==> src/rtl/nn_pkg.sv <==
// nn_pkg: shared types, constants and arithmetic helpers for the steering
// network inference sequencer.
//   - state_e     : sequencer phase (IDLE -> HID -> OUT -> ARG -> IDLE)
//   - mac_mode_e  : MAC term selection (conditional add / multiply-shift)
//   - sat/relu    : ACC_W -> DATA_W saturation and rectifier
//   - argmax3     : signed argmax of three scores, ties to the lowest index
//   - out_base    : first ROM address of the output layer for a given N_HID
package nn_pkg;

    localparam int DEF_DATA_W = 24;
    localparam int DEF_FRAC   = 16;
    localparam int DEF_N_HID  = 4;
    localparam int ACC_W      = 2 * DEF_DATA_W;
    localparam int HID_TERMS  = 7;  // six sensor inputs plus bias
    localparam int HID_BASE   = 0;

    typedef enum logic [1:0] {
        ST_IDLE = 2'd0,
        ST_HID  = 2'd1,
        ST_OUT  = 2'd2,
        ST_ARG  = 2'd3
    } state_e;

    typedef enum logic {
        MAC_ADD = 1'b0,
        MAC_MUL = 1'b1
    } mac_mode_e;

    // Output-layer weights follow the hidden block: OUT_BASE = 7*N_HID.
    function automatic int out_base(input int n_hid);
        return HID_BASE + HID_TERMS * n_hid;
    endfunction

    // Clamp a wide signed accumulator into the signed DATA_W range.
    function automatic logic [DEF_DATA_W-1:0] sat(input logic signed [ACC_W-1:0] a);
        logic [ACC_W-DEF_DATA_W:0] top_s;
        logic [DEF_DATA_W-1:0]     res_s;
        top_s = a[ACC_W-1:DEF_DATA_W-1];
        // In range iff every bit above the result's sign bit equals that sign bit.
        if ((&top_s) || (~|top_s)) begin
            res_s = a[DEF_DATA_W-1:0];
        end else if (a[ACC_W-1]) begin
            res_s = {1'b1, {(DEF_DATA_W-1){1'b0}}};
        end else begin
            res_s = {1'b0, {(DEF_DATA_W-1){1'b1}}};
        end
        return res_s;
    endfunction

    function automatic logic [DEF_DATA_W-1:0] relu(input logic [DEF_DATA_W-1:0] x);
        logic [DEF_DATA_W-1:0] res_s;
        if (x[DEF_DATA_W-1]) begin
            res_s = {DEF_DATA_W{1'b0}};
        end else begin
            res_s = x;
        end
        return res_s;
    endfunction

    // Strict '>' comparisons keep the earlier index on ties.
    function automatic logic [1:0] argmax3(input logic signed [DEF_DATA_W-1:0] s0,
                                           input logic signed [DEF_DATA_W-1:0] s1,
                                           input logic signed [DEF_DATA_W-1:0] s2);
        logic [1:0]                   idx_s;
        logic signed [DEF_DATA_W-1:0] best_s;
        idx_s  = 2'd0;
        best_s = s0;
        if (s1 > best_s) begin
            idx_s  = 2'd1;
            best_s = s1;
        end else begin
            idx_s  = idx_s;
        end
        if (s2 > best_s) begin
            idx_s = 2'd2;
        end else begin
            idx_s = idx_s;
        end
        return idx_s;
    endfunction

endpackage

==> src/rtl/nn_mac.sv <==
// nn_mac: the single shared multiply-accumulate unit.
//   clk, rst     : clock, synchronous active-high reset
//   clr          : zero the accumulator (first cycle of each neuron)
//   en           : accumulate the selected term this cycle
//   mode         : MAC_ADD -> add w when term_en; MAC_MUL -> add (act*w)>>>FRAC
//   term_en      : sensor bit / bias select for MAC_ADD
//   act, w       : activation and ROM weight
//   sat_val      : saturated value of (acc + term), valid in the writeback cycle
//   relu_val     : sat_val with negatives forced to zero
module nn_mac
    import nn_pkg::*;
#(
    parameter int DATA_W = DEF_DATA_W,
    parameter int FRAC   = DEF_FRAC
) (
    input  logic              clk,
    input  logic              rst,
    input  logic              clr,
    input  logic              en,
    input  logic              mode,
    input  logic              term_en,
    input  logic [DATA_W-1:0] act,
    input  logic [DATA_W-1:0] w,
    output logic [DATA_W-1:0] sat_val,
    output logic [DATA_W-1:0] relu_val
);

    localparam int AW = 2 * DATA_W;

    logic signed [AW-1:0] acc_r;
    logic signed [AW-1:0] acc_nx_s;
    logic signed [AW-1:0] term_s;
    logic signed [AW-1:0] w_ext_s;
    logic signed [AW-1:0] act_ext_s;
    logic signed [AW-1:0] prod_s;

    // Term selection and the accumulator's next value.
    always_comb begin
        w_ext_s   = {{(AW-DATA_W){w[DATA_W-1]}}, w};
        act_ext_s = {{(AW-DATA_W){act[DATA_W-1]}}, act};
        // Both operands fit in DATA_W, so the low AW bits hold the exact product.
        prod_s    = act_ext_s * w_ext_s;
        term_s    = {AW{1'b0}};
        case (mode)
            MAC_ADD: begin
                if (term_en) begin
                    term_s = w_ext_s;
                end else begin
                    term_s = {AW{1'b0}};
                end
            end
            MAC_MUL: term_s = prod_s >>> FRAC;
            default: term_s = {AW{1'b0}};
        endcase
        acc_nx_s = acc_r + term_s;
    end

    // Accumulator register.
    always_ff @(posedge clk) begin
        if (rst) begin
            acc_r <= {AW{1'b0}};
        end else if (clr) begin
            acc_r <= {AW{1'b0}};
        end else if (en) begin
            acc_r <= acc_nx_s;
        end else begin
            acc_r <= acc_r;
        end
    end

    assign sat_val  = sat(acc_nx_s);
    assign relu_val = relu(sat_val);

endmodule

==> src/rtl/nn_infer_sequencer.sv <==
// nn_infer_sequencer: time-multiplexed inference of the steering network.
// One MAC walks the hidden layer (8 cycles per neuron) and then the three
// output neurons (N_HID+2 cycles each), fetching weights from a synchronous
// ROM with one cycle of read latency, and finally reports the argmax.
//   clk, rst                : clock, synchronous active-high reset
//   in_valid / in_ready     : sensor handshake; in_ready is high only in IDLE
//   sensors                 : {f,e,d,c,b,a}, captured at the handshake
//   w_addr / w_data         : weight ROM port (data one cycle after address)
//   dir_valid               : one-cycle pulse while dir is first presented
//   dir, score0..2          : argmax index and saturated scores, held
module nn_infer_sequencer
    import nn_pkg::*;
#(
    parameter int DATA_W = DEF_DATA_W,
    parameter int FRAC   = DEF_FRAC,
    parameter int N_HID  = DEF_N_HID,
    parameter int ADDR_W = 6
) (
    input  logic              clk,
    input  logic              rst,
    input  logic              in_valid,
    output logic              in_ready,
    input  logic [5:0]        sensors,
    output logic [ADDR_W-1:0] w_addr,
    input  logic [DATA_W-1:0] w_data,
    output logic              dir_valid,
    output logic [1:0]        dir,
    output logic [DATA_W-1:0] score0,
    output logic [DATA_W-1:0] score1,
    output logic [DATA_W-1:0] score2
);

    localparam int CNT_W    = 5;
    localparam int HIDX_W   = (N_HID > 1) ? $clog2(N_HID) : 1;
    localparam int HID_LAST = HID_TERMS;      // drain/writeback cycle index
    localparam int OUT_LAST = N_HID + 1;      // bias arrives in this cycle
    localparam int OUT_B    = out_base(N_HID);

    state_e              state_r, state_nx_s;
    logic [CNT_W-1:0]    cnt_r, cnt_nx_s;     // cycle within the current neuron
    logic [CNT_W-1:0]    neu_r, neu_nx_s;     // neuron index within the layer
    logic [5:0]          sens_r;
    logic [DATA_W-1:0]   hid_r [0:(1<<HIDX_W)-1];
    logic [DATA_W-1:0]   score0_r, score1_r, score2_r;
    logic [1:0]          dir_r;
    logic                dir_valid_r;
    logic                in_ready_r;
    logic [ADDR_W-1:0]   w_addr_r, addr_nx_s;

    logic                mac_clr_s, mac_en_s, mac_mode_s, mac_term_en_s;
    logic [DATA_W-1:0]   mac_act_s, sat_s, relu_s;
    logic                wb_hid_s, wb_out_s;
    // Data arriving this cycle belongs to the term addressed one cycle earlier.
    logic [2:0]          sidx_s;
    logic [HIDX_W-1:0]   hidx_s;

    assign sidx_s = 3'(cnt_r - 5'd1);
    assign hidx_s = HIDX_W'(cnt_r - 5'd1);

    // Phase sequencing: next state, neuron and cycle counters.
    always_comb begin
        state_nx_s = state_r;
        cnt_nx_s   = cnt_r;
        neu_nx_s   = neu_r;
        case (state_r)
            ST_IDLE: begin
                if (in_valid) begin
                    state_nx_s = ST_HID;
                    cnt_nx_s   = 5'd0;
                    neu_nx_s   = 5'd0;
                end else begin
                    state_nx_s = ST_IDLE;
                end
            end
            ST_HID: begin
                if (cnt_r == 5'(HID_LAST)) begin
                    cnt_nx_s = 5'd0;
                    if (neu_r == 5'(N_HID - 1)) begin
                        state_nx_s = ST_OUT;
                        neu_nx_s   = 5'd0;
                    end else begin
                        neu_nx_s = neu_r + 5'd1;
                    end
                end else begin
                    cnt_nx_s = cnt_r + 5'd1;
                end
            end
            ST_OUT: begin
                if (cnt_r == 5'(OUT_LAST)) begin
                    cnt_nx_s = 5'd0;
                    if (neu_r == 5'd2) begin
                        state_nx_s = ST_ARG;
                    end else begin
                        neu_nx_s = neu_r + 5'd1;
                    end
                end else begin
                    cnt_nx_s = cnt_r + 5'd1;
                end
            end
            ST_ARG:  state_nx_s = ST_IDLE;
            default: state_nx_s = ST_IDLE;
        endcase
    end

    // ROM address for the cycle about to start (registered into w_addr).
    always_comb begin
        addr_nx_s = {ADDR_W{1'b0}};
        case (state_nx_s)
            ST_HID:  addr_nx_s = ADDR_W'(HID_BASE + HID_TERMS * int'(neu_nx_s) + int'(cnt_nx_s));
            ST_OUT:  addr_nx_s = ADDR_W'(OUT_B + (N_HID + 1) * int'(neu_nx_s) + int'(cnt_nx_s));
            default: addr_nx_s = {ADDR_W{1'b0}};
        endcase
    end

    // MAC control and writeback strobes for the current cycle.
    always_comb begin
        mac_clr_s     = 1'b0;
        mac_en_s      = 1'b0;
        mac_mode_s    = MAC_ADD;
        mac_term_en_s = 1'b0;
        mac_act_s     = {DATA_W{1'b0}};
        wb_hid_s      = 1'b0;
        wb_out_s      = 1'b0;
        case (state_r)
            ST_HID: begin
                mac_clr_s = (cnt_r == 5'd0);
                mac_en_s  = (cnt_r != 5'd0);
                if (cnt_r == 5'(HID_LAST)) begin
                    mac_term_en_s = 1'b1;   // bias is always added
                    wb_hid_s      = 1'b1;
                end else begin
                    mac_term_en_s = sens_r[sidx_s];
                    wb_hid_s      = 1'b0;
                end
            end
            ST_OUT: begin
                mac_clr_s = (cnt_r == 5'd0);
                mac_en_s  = (cnt_r != 5'd0);
                if (cnt_r == 5'(OUT_LAST)) begin
                    mac_mode_s    = MAC_ADD;
                    mac_term_en_s = 1'b1;
                    wb_out_s      = 1'b1;
                end else begin
                    mac_mode_s = MAC_MUL;
                    mac_act_s  = hid_r[hidx_s];
                    wb_out_s   = 1'b0;
                end
            end
            default: begin
                mac_clr_s = 1'b0;
                mac_en_s  = 1'b0;
            end
        endcase
    end

    nn_mac #(
        .DATA_W (DATA_W),
        .FRAC   (FRAC)
    ) u_mac (
        .clk      (clk),
        .rst      (rst),
        .clr      (mac_clr_s),
        .en       (mac_en_s),
        .mode     (mac_mode_s),
        .term_en  (mac_term_en_s),
        .act      (mac_act_s),
        .w        (w_data),
        .sat_val  (sat_s),
        .relu_val (relu_s)
    );

    // State, capture, hidden regfile and result registers.
    always_ff @(posedge clk) begin
        if (rst) begin
            state_r     <= ST_IDLE;
            cnt_r       <= 5'd0;
            neu_r       <= 5'd0;
            sens_r      <= 6'd0;
            in_ready_r  <= 1'b1;
            w_addr_r    <= {ADDR_W{1'b0}};
            score0_r    <= {DATA_W{1'b0}};
            score1_r    <= {DATA_W{1'b0}};
            score2_r    <= {DATA_W{1'b0}};
            dir_r       <= 2'd0;
            dir_valid_r <= 1'b0;
            for (int i = 0; i < (1 << HIDX_W); i++) begin
                hid_r[i] <= {DATA_W{1'b0}};
            end
        end else begin
            state_r    <= state_nx_s;
            cnt_r      <= cnt_nx_s;
            neu_r      <= neu_nx_s;
            in_ready_r <= (state_nx_s == ST_IDLE);
            w_addr_r   <= addr_nx_s;
            if ((state_r == ST_IDLE) && in_valid) begin
                sens_r <= sensors;
            end
            if (wb_hid_s) begin
                hid_r[neu_r[HIDX_W-1:0]] <= relu_s;
            end
            if (wb_out_s) begin
                case (neu_r)
                    5'd0:    score0_r <= sat_s;
                    5'd1:    score1_r <= sat_s;
                    5'd2:    score2_r <= sat_s;
                    default: score0_r <= score0_r;
                endcase
            end
            // The argmax is resolved while score2 is written so that dir and
            // dir_valid are both presented during the ARG cycle.
            dir_valid_r <= wb_out_s && (neu_r == 5'd2);
            if (wb_out_s && (neu_r == 5'd2)) begin
                dir_r <= argmax3(score0_r, score1_r, sat_s);
            end
        end
    end

    assign in_ready  = in_ready_r;
    assign w_addr    = w_addr_r;
    assign dir_valid = dir_valid_r;
    assign dir       = dir_r;
    assign score0    = score0_r;
    assign score1    = score1_r;
    assign score2    = score2_r;

endmodule

==> config.mk <==
export PLATFORM = sky130hd
export DESIGN_NAME = nn_infer_sequencer
export DESIGN_NICKNAME = d
export VERILOG_FILES = /design/src/rtl/nn_pkg.sv /design/src/rtl/nn_mac.sv /design/src/rtl/nn_infer_sequencer.sv
export SDC_FILE = /design/constraint.sdc
export NUM_CORES = 2
export LEC_CHECK = 0
export ABC_AREA = 1
export ABC_CLOCK_PERIOD_IN_PS = 19700
export BUFFER_PORTS_ARGS = -buffer_cell sky130_fd_sc_hd__buf_2
export CAP_MARGIN = 30
export CORE_MARGIN = 2
export CORE_UTILIZATION = 60
export CTS_BUF_LIST = sky130_fd_sc_hd__clkbuf_16
export DETAILED_ROUTE_END_ITERATION = 16
export PLACE_DENSITY = 0.77
export SLEW_MARGIN = 20
export SYNTH_ARGS = -nofsm -noshare
export SYNTH_HDL_FRONTEND = slang
export SYNTH_SLANG_ARGS = --single-unit
export TNS_END_PERCENT = 20
==> constraint.sdc <==
create_clock -name clk -period 19.7 [get_ports clk]
set_input_delay 4.925 -clock clk [delete_from_list [all_inputs] [get_ports clk]]
set_output_delay 4.925 -clock clk [all_outputs]
set_load 0.01 [all_outputs]
==> impl_metrics.yaml <==
outcome:
  status: "complete, no violations"
synthesis:
  synth_seq_cells: 240
  yosys_warnings: 0
  postSynthAreaPerCell_um2: 7.53
  synth_cells: 4693
  syn-cell-area_mm2: 0.0354
  synthFlopType: "dfxtp_1"
  synth_area_leaders: "fa_1 (27%), ha_1 (11%), inv_1 (10%)"
  yosysTopAreaCellShare: 0.268
  synth_fp_nets: 5521
  yosys-top-cells-count: "inv_1 (941), nand2_1 (845), nor2_1 (706), fa_1 (474), ha_1 (321)"
  synth_edf_count: 92
  async_flop_share: 0
  synthDistinctLibCells: 55
  synth.largest_area_cell: "fa_1"
  yosysMostFrequentCell: "inv_1"
  seq_area_frac_synth: 0.162
clocking:
  cts.sinks: 240
  cts_made_buffers: 25
  cts_setup_buffers: 0
  path_clk_slew_ns: 0.07
  root_buffer: "clkbuf_16"
  htree_levels: 1
  cts_hold_buf: 0
  insertion_delay_ns: 0.58
  cts_resized: 0
  clk_path_buf_depth: 3
  tritoncts: "done"
floorplanning:
  die_h_um: 247
  die_area_mm2: 0.0609
  start_util: 0.609
  fp.coreArea_mm2: 0.0580
  die_w_um: 247
  rows: 88
  io_pins: 115
route:
  drt-total-wl_um: 111000
  post_drt_via_cell_ratio: 5.66
  drt_iter0_drc: 2633
  drcViolationCount: 0
  dr.pass1.iters: 6
  ant_nets: 0
  vias: 31100
  post_drt_wl_per_cell_um: 20.2
global_routing:
  gr-usage-all-layers: 0.373
  gr-usage-met3: 0.0635
  antenna_found_initial: 0
  first_global_vias: 31300
  grt_pass1_wl_um: 175000
  globalRouteOverflowTotal: 0
  grt_max_degree: 86
  use_met2: 0.626
  grt_busiest_layer: "met2"
  met1_usage: 0.465
finish:
  postLayoutCellArea_mm2: 0.0374
  stdcell_count: 5490
  layout-drive-gt1-share: 0.0749
  nNetsFinal: 5534
  postLayoutCoreUtil: 0.644
  area_growth_pct: 5.70
sta:
  fin_hold_ws_ns: 0.487
  drv_slew: 0
  min_period_over_period: 0.846
  layout_setup_ws_ns: 3.03
  finalClockSkew_ns: 0.0308
  hold_viol_final: 0
  worst_slew_pin_slew_ns: 0.951
  slew_headroom: 0.365
  rsz0062_at_grt: "false"
  tns_ns: 0
  fin_crit_ns: 16.67
  setup_viol: 0
  fmax_mhz: 60.0
critical_path:
  cp.required_ns: 20.11
  slowest_delay_ns: 0.68
  path_max_fanout: 59
  path_class: "in -> reg"
  cp-start-kind: "input port"
  reg2reg_slack_ns: 4.95
  crit_slowest_cell: "clkinv_1"
  end_kind: "register"
  crit_path_frequent_cell: "nand2_1"
  arrival_ns: 17.08
placement:
  portBuffers: 114
  place_ws_ns: 2.40
  dp.final_hpwl_um: 88700
  placed_cell_area_mm2: 0.0365
  place_congestion: 1.02
  dp.cells: 5443
power_and_ir_drop:
  finalPower_mw: 1.33
  leakagePower_nw: 19.7
  power_per_cell_area_mw_per_mm2: 35.7
  vdd_drop_max_mv: 0.0763
flow_run:
  maxCapViolations: 0
hold_path:
  hp-class: "reg -> reg"
==> layout by cell type (no fill, tap or decap), types with 3 or more instances in the layout <==
cell type	instances
nand3b_1	6
dfxtp_1	148
buf_4	42
nor3_1	24
o21ai_0	228
nand2_4	58
a211oi_1	8
a21o_1	15
nand3_1	148
nor2_2	53
clkbuf_16	26
o21bai_1	8
nor2_1	705
fa_1	474
a221oi_1	3
nand4_1	39
xor2_1	31
o211ai_1	23
nor3_2	3
a21oi_1	189
o21a_1	10
edfxtp_1	92
clkinv_1	9
buf_2	115
xnor2_1	26
nand2_2	12
nand2_1	844
ha_1	321
a21boi_0	12
nand3_2	3
o221ai_1	5
nor4_1	4
a31oi_1	16
o22ai_1	22
inv_1	946
inv_2	18
clkinv_2	5
o2111ai_1	3
==> sequential cells by signal (all words and copies together) (netlist names) <==
signal       count
score2          24
neu_r            5
u_mac.acc_r     48
score0          24
dir              2
score1          24
dir_valid        1
cnt_r            5
w_addr           6
state_r          2
sens_r           6
in_ready         1
hid_r           92
==> cells by family after synthesis <==
logic type / synth area share
AO/OA/AOI/OAI: 0.0877
XOR/XNOR: 0.0141
adder cells (fa/ha/maj): 0.382
buffers and inverters: 0.124
flip-flops: 0.162
AND/OR/NAND/NOR: 0.231
==> power breakdown <==
group / total [mW] / leakage, nW / internal, mW / switching, mW
registers: 0.536 / 2.15 / 0.529 / 0.00731
logic: 0.308 / 17.2 / 0.0884 / 0.220
clock network: 0.488 / 0.428 / 0.268 / 0.220
total: 1.33 / 19.7 / 0.886 / 0.447
==> layout make-up <==
cell class | instances | area, um^2
multi-input combinational | 3314 | 25300
fill | 5144 | 20700
sequential | 240 | 5730
inverter | 965 | 3620
tap | 765 | 957
timing repair buffer | 160 | 948
clock buffer | 26 | 651
clock inverter | 19 | 163
antenna | 1 | 2.50
==> routing by layer <==
metal,vias up,part of all wire
met4,0,0.062
li1,14400,-
met5,-,0
met2,1485,0.47
met1,14800,0.38
met3,357,0.087
==> critical path: cells and delay by family <==
| family | cells | cell delay (ns) |
|---|---|---|
| buffers and inverters | 10 | 1.84 |
| XOR/XNOR | 2 | 0.31 |
| AND/OR/NAND/NOR | 23 | 3.51 |
| adder cells (fa/ha/maj) | 10 | 4.54 |
| AO/OA/AOI/OAI | 10 | 1.90 |
==> final timing paths <==
| check | from | to | cells after the start |
|---|---|---|---|
| worst max-delay path | w_data[8] | dir[0] | 55 |
| worst max register to register | cnt_r[0] | dir[0] | 62 |
| worst min register to register | sens_r[1] | sens_r[1] | 2 |
| worst min-delay path | sens_r[1] | sens_r[1] | 2 |
Power figures use the tool's default switching activity.
